$ cat src/rtl/bomb_pkg.sv
// Shared types and default tuning constants for the bomb control path.
// Timer preset lives here so the controller and the timer instance agree.
package bomb_pkg;

  typedef enum logic [2:0] {IDLE, LOAD, ARMED, EXPLODE, COOLDOWN} bomb_state_t;

  localparam int         EXPLODE_FRAMES_DEF    = 30;
  localparam logic [3:0] BLINK_THRESHOLD_DEF   = 4'd2;
  localparam int         BLINK_HALF_FRAMES_DEF = 8;
  localparam logic [3:0] RADIUS_MAX_DEF        = 4'd15;
  localparam logic [3:0] TIMER_PRESET          = 4'h3;

endpackage

$ cat src/rtl/frame_pulse_counter.sv
// Counts startOfFrame pulses and wraps to 0 after TERMINAL of them; done flags the wrapping pulse.
// done is combinational in the cycle of the TERMINAL-th pulse; clear has priority, no backpressure.
module frame_pulse_counter #(
  parameter int TERMINAL = 8,
  parameter int W        = 3
) (
  input  logic clk,
  input  logic resetN,
  input  logic clear,
  input  logic startOfFrame,
  output logic done
);

  logic [W-1:0] count;
  logic         atEnd;

  assign atEnd = (count == W'(TERMINAL - 1));
  assign done  = startOfFrame && !clear && atEnd;

  always_ff @(posedge clk or negedge resetN) begin
    if (!resetN) begin
      count <= '0;
    end else if (clear) begin
      count <= '0;
    end else if (startOfFrame) begin
      count <= atEnd ? '0 : count + 1'b1;
    end
  end

endmodule

$ cat src/rtl/bomb_controller.sv
// Plant/arm/blink/explode/defuse sequencing around the bomb countdown timer.
// Draw outputs registered (1-cycle); timer strobes decoded from state; no backpressure.
module bomb_controller
  import bomb_pkg::*;
#(
  parameter int         EXPLODE_FRAMES    = EXPLODE_FRAMES_DEF,
  parameter logic [3:0] BLINK_THRESHOLD   = BLINK_THRESHOLD_DEF,
  parameter int         BLINK_HALF_FRAMES = BLINK_HALF_FRAMES_DEF,
  parameter logic [3:0] RADIUS_MAX        = RADIUS_MAX_DEF
) (
  input  logic       clk,
  input  logic       resetN,
  input  logic       startOfFrame,
  input  logic       oneSecPulse,
  input  logic       plantReq,
  input  logic       defuseReq,
  input  logic [3:0] timerCount,
  input  logic       timerTc,
  output logic       timerLoadN,
  output logic       timerEnable,
  output logic       bombVisible,
  output logic       blinkOn,
  output logic       exploding,
  output logic [3:0] explosionRadius,
  output logic       bombExploded,
  output logic       busy
);

  localparam int FRAME_W = $clog2(EXPLODE_FRAMES + 1);
  localparam int BLINK_W = $clog2(BLINK_HALF_FRAMES);

  bomb_state_t state;
  logic        blinkHold;
  logic        blinkDone;
  logic        explodeDone;

  // Blink phase only advances once the count is in the warning zone.
  assign blinkHold = (state != ARMED) || (timerCount > BLINK_THRESHOLD);

  frame_pulse_counter #(.TERMINAL(BLINK_HALF_FRAMES), .W(BLINK_W)) u_blink (
    .clk          (clk),
    .resetN       (resetN),
    .clear        (blinkHold),
    .startOfFrame (startOfFrame),
    .done         (blinkDone)
  );

  frame_pulse_counter #(.TERMINAL(EXPLODE_FRAMES), .W(FRAME_W)) u_explode (
    .clk          (clk),
    .resetN       (resetN),
    .clear        (state != EXPLODE),
    .startOfFrame (startOfFrame),
    .done         (explodeDone)
  );

  assign timerLoadN  = (state != LOAD);
  assign timerEnable = (state == ARMED) && oneSecPulse && !defuseReq;

  always_ff @(posedge clk or negedge resetN) begin
    if (!resetN) begin
      state           <= IDLE;
      bombVisible     <= 1'b0;
      blinkOn         <= 1'b0;
      exploding       <= 1'b0;
      explosionRadius <= 4'd0;
      bombExploded    <= 1'b0;
      busy            <= 1'b0;
    end else begin
      bombExploded <= 1'b0;
      case (state)
        IDLE: begin
          if (plantReq) begin
            state <= LOAD;
            busy  <= 1'b1;
          end
        end
        LOAD: begin
          // Timer latches its preset on this edge; timerTc is stale here.
          state       <= ARMED;
          bombVisible <= 1'b1;
          blinkOn     <= 1'b1;
        end
        ARMED: begin
          if (defuseReq) begin
            state       <= IDLE;
            bombVisible <= 1'b0;
            blinkOn     <= 1'b0;
            busy        <= 1'b0;
          end else if (timerTc) begin
            state           <= EXPLODE;
            bombVisible     <= 1'b0;
            blinkOn         <= 1'b0;
            exploding       <= 1'b1;
            explosionRadius <= 4'd0;
            bombExploded    <= 1'b1;
          end else if (timerCount > BLINK_THRESHOLD) begin
            blinkOn <= 1'b1;
          end else if (blinkDone) begin
            blinkOn <= !blinkOn;
          end
        end
        EXPLODE: begin
          if (explodeDone) begin
            state           <= COOLDOWN;
            exploding       <= 1'b0;
            explosionRadius <= 4'd0;
          end else if (startOfFrame && (explosionRadius != RADIUS_MAX)) begin
            explosionRadius <= explosionRadius + 4'd1;
          end
        end
        COOLDOWN: begin
          if (oneSecPulse) begin
            state <= IDLE;
            busy  <= 1'b0;
          end
        end
        default: begin
          state <= IDLE;
          busy  <= 1'b0;
        end
      endcase
    end
  end

endmodule

$ cat config.mk
export PLATFORM = sky130hd
export DESIGN_NAME = bomb_controller
export DESIGN_NICKNAME = d
export VERILOG_FILES = /design/src/rtl/bomb_pkg.sv /design/src/rtl/frame_pulse_counter.sv /design/src/rtl/bomb_controller.sv
export SDC_FILE = /design/constraint.sdc
export NUM_CORES = 1
export LEC_CHECK = 0
export CAP_MARGIN = 10
export CORE_MARGIN = 3
export CORE_UTILIZATION = 58
export CTS_CLUSTER_SIZE = 20
export DETAILED_ROUTE_END_ITERATION = 10
export DONT_BUFFER_PORTS = 1
export GPL_TIMING_DRIVEN = 0
export PLACE_DENSITY = 0.74
export SYNTH_ARGS = -nofsm -noshare
export SYNTH_HDL_FRONTEND = slang
export SYNTH_HIERARCHICAL = 1
export SYNTH_SLANG_ARGS = --single-unit
$ cat constraint.sdc
create_clock -name clk -period 2 [get_ports clk]
set_input_delay 0.5 -clock clk [delete_from_list [all_inputs] [get_ports clk]]
set_output_delay 0.5 -clock clk [all_outputs]
set_load 0.03 [all_outputs]
==> results of run 1 <==
## layer usage
| metal | up-vias | share of wire, % | global-route usage, % |
|---|---|---|---|
| li1 | 437 | - | - |
| met1 | 430 | 44 | 24.85 |
| met2 | 26 | 48 | 32.82 |
| met3 | 8 | 4.9 | 5.438 |
| met4 | 0 | 2.9 | 11.98 |
| met5 | - | 0 | 0 |
## logic make-up (layout without fill, tap and decap cells)
logic type / count (synthesis) / in the layout / share of synthesized area, %
adder cells (fa/ha/maj): 5 / 5 / 5.605
buffers and inverters: 10 / 19 / 4.036
AND/OR/NAND/NOR: 47 / 47 / 24.33
AO/OA/AOI/OAI: 30 / 30 / 16.59
multiplexers: 5 / 5 / 4.596
flip-flops: 20 / 20 / 44.84
## sequential cells by signal, indices dropped and copies added (netlist names)
register / flops
bombVisible: 1
bombExploded: 1
u_blink/count: 3
explosionRadius: 4
state: 3
blinkOn: 1
busy: 1
exploding: 1
u_explode/count: 5
## cell usage in the layout (no fill, tap or decap), drive strengths merged, types with 2 or more instances in the layout
master	n
nand2b	2
dfrtp	20
nor3	4
nand3b	4
ha	5
nor2b	2
o21a	2
a21oi	7
inv	9
buf	5
nand3	4
clkbuf	3
mux2i	4
nand4	2
and2	2
nor2	11
nand2	10
o21ai	12
or3b	3
a31oi	2
## path summary, 6_finish.rpt
| path | cells after the start | end | startpoint |
|---|---|---|---|
| hold reg to reg | 1 | state[0]$_DFFE_PN0P_ | state[2]$_DFFE_PN0P_ |
| setup / recovery | 3 | timerEnable | state[2]$_DFFE_PN0P_ |
| hold / removal | 1 | bombExploded$_DFF_PN0_ | timerTc |
| max in group asynchronous | 1 | state[2]$_DFFE_PN0P_ | resetN |
| setup reg to reg | 5 | explosionRadius[2]$_DFFE_PN0P_ | state[2]$_DFFE_PN0P_ |
| min in group asynchronous | 1 | bombExploded$_DFF_PN0_ | resetN |
## cell usage after synthesis, drive strengths merged (2+ instances only)
cell	count	area share (%)
dfrtp	20	45
o21ai	12	5.4
nor2	11	4.4
nand2	10	3.4
inv	9	3.0
a21oi	7	3.5
ha	5	5.6
mux2i	4	3.6
nand3	4	2.2
nand3b	4	2.7
nor3	4	1.8
or3b	3	2.6
a31oi	2	1.1
and2	2	1.3
nand2b	2	1.1
nand4	2	1.1
nor2b	2	1.1
o21a	2	1.3
## where the power goes
part	internal (mW)	total (mW)	switching, mW
Sequential	0.500	0.712	0.213
Combinational	0.246	0.561	0.315
Clock	0.202	0.329	0.127
## critical path: cells and delay by family (launching register included)
family | cells | cell delay, ns
simple gates | 3 | 0.72
flops | 1 | 0.47
## metrics by stage
step	setup TNS [ns]	utilization (%)	std cells	cell area, sq um	power (mW)
after CTS	0	69.50	149	1226	1.588
final	0	70.64	151	1246	1.603
after detailed placement	0	65.04	142	1147	1.224
after floorplan	0	-	117	1116	1.125
after global routing	-0.03165	70.64	151	1246	1.728
after global placement	0	65.04	142	1147	1.210
## cell type report
type,count,area (sq um)
clock inverters,1,30.03
well taps,25,31.28
inverters,9,33.78
fillers,155,518.0
multi-input cells,87,578.1
flip-flops and latches,20,503.0
clock buffers,3,22.52
repair buffers,6,47.55
## repair_timing
| item | 4_1_cts | 5_1_grt |
|---|---|---|
| pin swaps | 3 | 3 |
| gates resized for setup | 4 | 1 |
| endpoints found under the hold margin | 20 | 0 |
| setup endpoints to repair | 1 | 4 |
| hold buffers | 1 | 0 |
| setup buffers | 3 | 2 |
==> run_results.csv, run 1 <==
group,metric,value,unit
status,status,"complete, no violations",
synthesis,synthArstFlopShare,100.0,%
setup_path,cp_data_arrival_time,1.48,ns
setup_path,cp-end-kind,"primary output",
global_routing,grt.overflow.total,0,
setup_path,crit_type,"flip-flop to primary output",
layout,diodes,0,
setup_path,path_cells,"or3b_4 > nor2_4 > and2_4",
synthesis,syn_area,1116,sq um
synthesis,syn_avg_cell_area,9.539,sq um
setup_path,crit_fanout,7,
timing,setup_violations,0,
floorplanning,die_h,49.87,microns
place,routabilityCongestion,0.8730,
place,hpwlAfterDp,1.555,mm
route,post_drt_wl_per_cell,14.66,microns
clock_tree,cts_root_buf,"clkbuf_4",
route,drt_wl_total,2.214,mm
layout,final_nets,143,
clock_tree,cts_sinks,20,
global_routing,grt_pass1_wl,3.877,mm
synthesis,synthFlopType,"dfrtp_1",
synthesis,netlist_instances,117,
power,ir_drop,0.7334,mV
floorplanning,io_pins,22,
hold_path,min_path_type,"input pin to flip-flop",
route,ant_nets,0,
floorplanning,rows,15,
setup_path,r2r_slack,0.26,ns
route,drc,0,
timing,min_period_over_period,99.02,%
global_routing,grt_pass1_vias,906,
clock_tree,worstSkewPairLatency,0.30,ns
global_routing,grt_usage,20.58,%
timing,tightest_slew,0.9035,ns
clock_tree,htree_num_levels,1,
timing,finalCriticalPeriod,1.980,ns
run,maxCapViolCount,0,
synthesis,yosys_warnings,6,
route,firstDrtPassIters,4,
floorplanning,start_util,63.26,%
route,vias,901,
route,viasPerCell,5.967,
clock_tree,cts_made_buffers,3,
floorplanning,core_area,1764,sq um
timing,finClkSkew,0.003792,ns
power,p_per_area,1286,nW/um^2
timing,hold_viol,0,
synthesis,synth-seq-cells,20,
timing,grt_setup_unrepaired,"yes",
global_routing,grt_max_degree,21,
clock_tree,clk_pin_slew,0.12,ns
place,portBuffers,0,
timing,max_freq,505.0,MHz
clock_tree,cts_tree,"built",
synthesis,synth-seq-area-share,44.84,%
setup_path,cp_slowest_stage_delay,0.47,ns
clock_tree,clock_path_buffers,2,
setup_path,startpoint_type,"flip-flop",
power,leakagePower,0.5394,nW
setup_path,slowest_stage,"dfrtp_2",
timing,slew_headroom,39.57,%
synthesis,ys_types,36,
floorplanning,dieArea,2487,sq um
setup_path,worstPathRequired,1.50,ns
floorplanning,die_width,49.87,microns
layout,layout-drive-gt1-share,16.67,%
timing,slew_viol_final,0,
layout,area_growth,11.66,%
global_routing,antenna_found_initial,0,
timing,hold_ws,0.3366,ns
timing,fin_ws,0.01963,ns
place,pre_cts_slack,0.09485,ns
synthesis,synth_fp_nets,133,
synthesis,synth_edf_count,0,
route,drt_iter0_drc,20,
No activity file was read; power rests on OpenSTA's default activity.
==> run 2, diff against run 1 <==
--- a/config.mk
+++ b/config.mk
@@ -7,12 +7,12 @@
 export LEC_CHECK = 0
 export CAP_MARGIN = 10
 export CORE_MARGIN = 3
-export CORE_UTILIZATION = 58
+export CORE_UTILIZATION = 55
 export CTS_CLUSTER_SIZE = 20
 export DETAILED_ROUTE_END_ITERATION = 10
 export DONT_BUFFER_PORTS = 1
 export GPL_TIMING_DRIVEN = 0
-export PLACE_DENSITY = 0.74
+export PLACE_DENSITY = 0.73
 export SYNTH_ARGS = -nofsm -noshare
 export SYNTH_HDL_FRONTEND = slang
 export SYNTH_HIERARCHICAL = 1
==> constraint.sdc (replaced) <==
create_clock -name clk -period 1.7 [get_ports clk]
set_input_delay 0.425 -clock clk [delete_from_list [all_inputs] [get_ports clk]]
set_output_delay 0.425 -clock clk [all_outputs]
set_load 0.03 [all_outputs]
==> run 2 against run 1 <==
The run now ends with negative setup slack left. Critical path depth stayed put. First-iteration DRC count decreased by 40%. Clock power fell by 35%. Worst hold slack lost 0.056 ns. Sequential share of layout area fell by 0.40 points. Clock skew is 0.0019 ns higher. Register-to-register slack got worse by 0.19 ns. Die area up 4.8%. Flip-flop and latch count is the same. Largest cell class unchanged. Highest routed layer unchanged.
==> run_results.csv, run 2 (synthesis results as in run 1) <==
group,metric,value,unit
power,leakagePower,0.5534,nW
timing,tightest_slew,0.8985,ns
layout,area_growth,12.78,%
route,drt_wl_total,2.437,mm
setup_path,crit_fanout,5,
power,ir_drop,0.7506,mV
floorplanning,dieArea,2606,sq um
clock_tree,cts_made_buffers,3,
power,intPower,0.9894,mW
route,post_drt_wl_per_cell,15.93,microns
timing,min_period_over_period,111.9,%
power,p_per_area,1420,nW/um^2
route,route.met3.wl,149,microns
floorplanning,die_width,51.05,microns
timing,grt_setup_unrepaired,"yes",
hold_path,holdPathEnd,"bombExploded$_DFF_PN0_",
timing,hold_ws,0.2805,ns
power,pwr-share-comb,40.4,%
global_routing,grt.overflow.total,0,
clock_tree,clock_path_buffers,2,
global_routing,grt_pass1_vias,898,
power,seqPwrFrac,47.5,%
layout,final_nets,146,
layout,top_register,"u_explode/count",
layout,stdcell_count,153,
layout,most-common-layout-cells,"dfrtp_1 (18), o21ai_0 (10), nand2_1 (10)",
hold_path,min_path_type,"input pin to flip-flop",
clock_tree,cts_tree,"built",
floorplanning,start_util,61.31,%
timing,max_freq,525.5,MHz
setup_path,reg2reg_from,"state[2]$_DFFE_PN0P_",
power,switchingPower,0.7977,mW
route,wl_met2,1.241,mm
layout,reg_top3,"u_explode/count (5), explosionRadius (4)",
clock_tree,cts_sinks,20,
setup_path,startpoint_type,"flip-flop",
setup_path,r2r_slack,0.07,ns
global_routing,grt_max_degree,21,
global_routing,grt_pass1_wl,3.981,mm
timing,fin_ws,-0.2031,ns
layout,design_area,1259,sq um
layout,final_common_cell,"dfrtp_1",
floorplanning,rows,15,
route,ant_nets,0,
floorplanning,io_pins,22,
layout,layout-drive-gt1-share,19.53,%
timing,slew_viol_final,0,
hold_path,hold_path_startpoint,"timerTc",
route,wl_met1,987,microns
place,placedCellCount,142,
route,firstDrtPassIters,4,
status,status,"complete, but fails checks",
global_routing,grt_usage,20.35,%
power,swShare,44.64,%
setup_path,rr_worst_depth,6,
floorplanning,core_area,1821,sq um
setup_path,worstPathRequired,1.27,ns
clock_tree,htree_num_levels,1,
clock_tree,cts_root_buf,"clkbuf_4",
hold_path,min_path_cells,1,
global_routing,antenna_found_initial,0,
timing,finClkSkew,0.005681,ns
layout,diodes,0,
place,placed_area,1147,sq um
setup_path,timing.rr.end,"explosionRadius[2]$_DFFE_PN0P_",
route,vias,924,
run,maxCapViolCount,0,
route,dr.max_layer_used,"met4",
status,violations,"negative setup slack",
clock_tree,worstSkewPairLatency,0.29,ns
power,p_clk_share,12.0,%
setup_path,crit_type,"flip-flop to primary output",
clock_tree,clk_pin_slew,0.11,ns
timing,finalCriticalPeriod,1.903,ns
setup_path,cp_data_arrival_time,1.48,ns
timing,slew_headroom,39.90,%
layout,largest_reg_flops,5,
setup_path,cp-end-kind,"primary output",
route,drt_iter0_drc,12,
floorplanning,die_h,51.05,microns
place,routabilityCongestion,0.7716,
place,hpwlAfterDp,1.703,mm
timing,hold_viol,0,
place,portBuffers,0,
route,drc,0,
layout,final_util,69.14,%
route,viasPerCell,6.039,
timing,setup_violations,1,
power,power.total,1.787,mW
## run 2: area by class of cell
cell class	count	area, sq um
multi-input cells	87	591.8
fillers	157	561.8
flip-flops and latches	20	503.0
repair buffers	9	73.82
inverters	9	36.28
well taps	25	31.28
clock buffers	3	22.52
## run 2: stage by stage
stage / setup WS, ns / setup TNS (ns)
after floorplan: 0.002145 / 0
after global placement: -0.1999 / -0.9966
after detailed placement: -0.1606 / -0.7525
after CTS: -0.2568 / -0.3537
after global routing: -0.2549 / -0.3655
final: -0.2031 / -0.2031
## run 2: power by group through the flow
| stage | clock network (mW) | registers (mW) | logic [mW] |
|---|---|---|---|
| 6_report | 0.215 | 0.849 | 0.722 |
| 5_1_grt | 0.238 | 0.870 | 0.813 |
| 4_1_cts | 0.225 | 0.845 | 0.679 |
| 3_5_place_dp | 0 | 0.857 | 0.600 |
| 3_3_place_gp | 0 | 0.844 | 0.583 |
| 2_1_floorplan | 0 | 0.821 | 0.502 |
## run 2: worst max-delay path: stages, from the launching register on
cell     delay (ns)
dfrtp_2        0.45
or3b_4         0.43
nor2_4         0.10
and2_4         0.20
## run 2: how the worst max path moves through the flow
stage	startpoint	end	slack, ns	depth (start not counted)
finish	state[2]$_DFFE_PN0P_	timerEnable	-0.20	3
global route	state[2]$_DFFE_PN0P_	timerEnable	-0.25	3
CTS	state[0]$_DFFE_PN0P_	timerEnable	-0.26	4
detailed placement	state[2]$_DFFE_PN0P_	exploding$_DFFE_PN0P_	-0.16	5
global placement	state[2]$_DFFE_PN0P_	exploding$_DFFE_PN0P_	-0.20	5
floorplan	state[0]$_DFFE_PN0P_	timerEnable	0.002	4
## run 2: what timing repair did
item,CTS,global route
endpoints found under the setup margin,8,10
pin swaps,5,4
resized for setup,6,6
setup buffers,3,5
hold endpoints to repair,20,0
hold buffers,1,0
## run 2: metal layers
layer | vias to the layer above | global-route usage [%]
met4 | 0 | 10.31
met3 | 8 | 6.122
met2 | 24 | 33.48
met1 | 448 | 23.79
met5 | - | 0
li1 | 444 | -
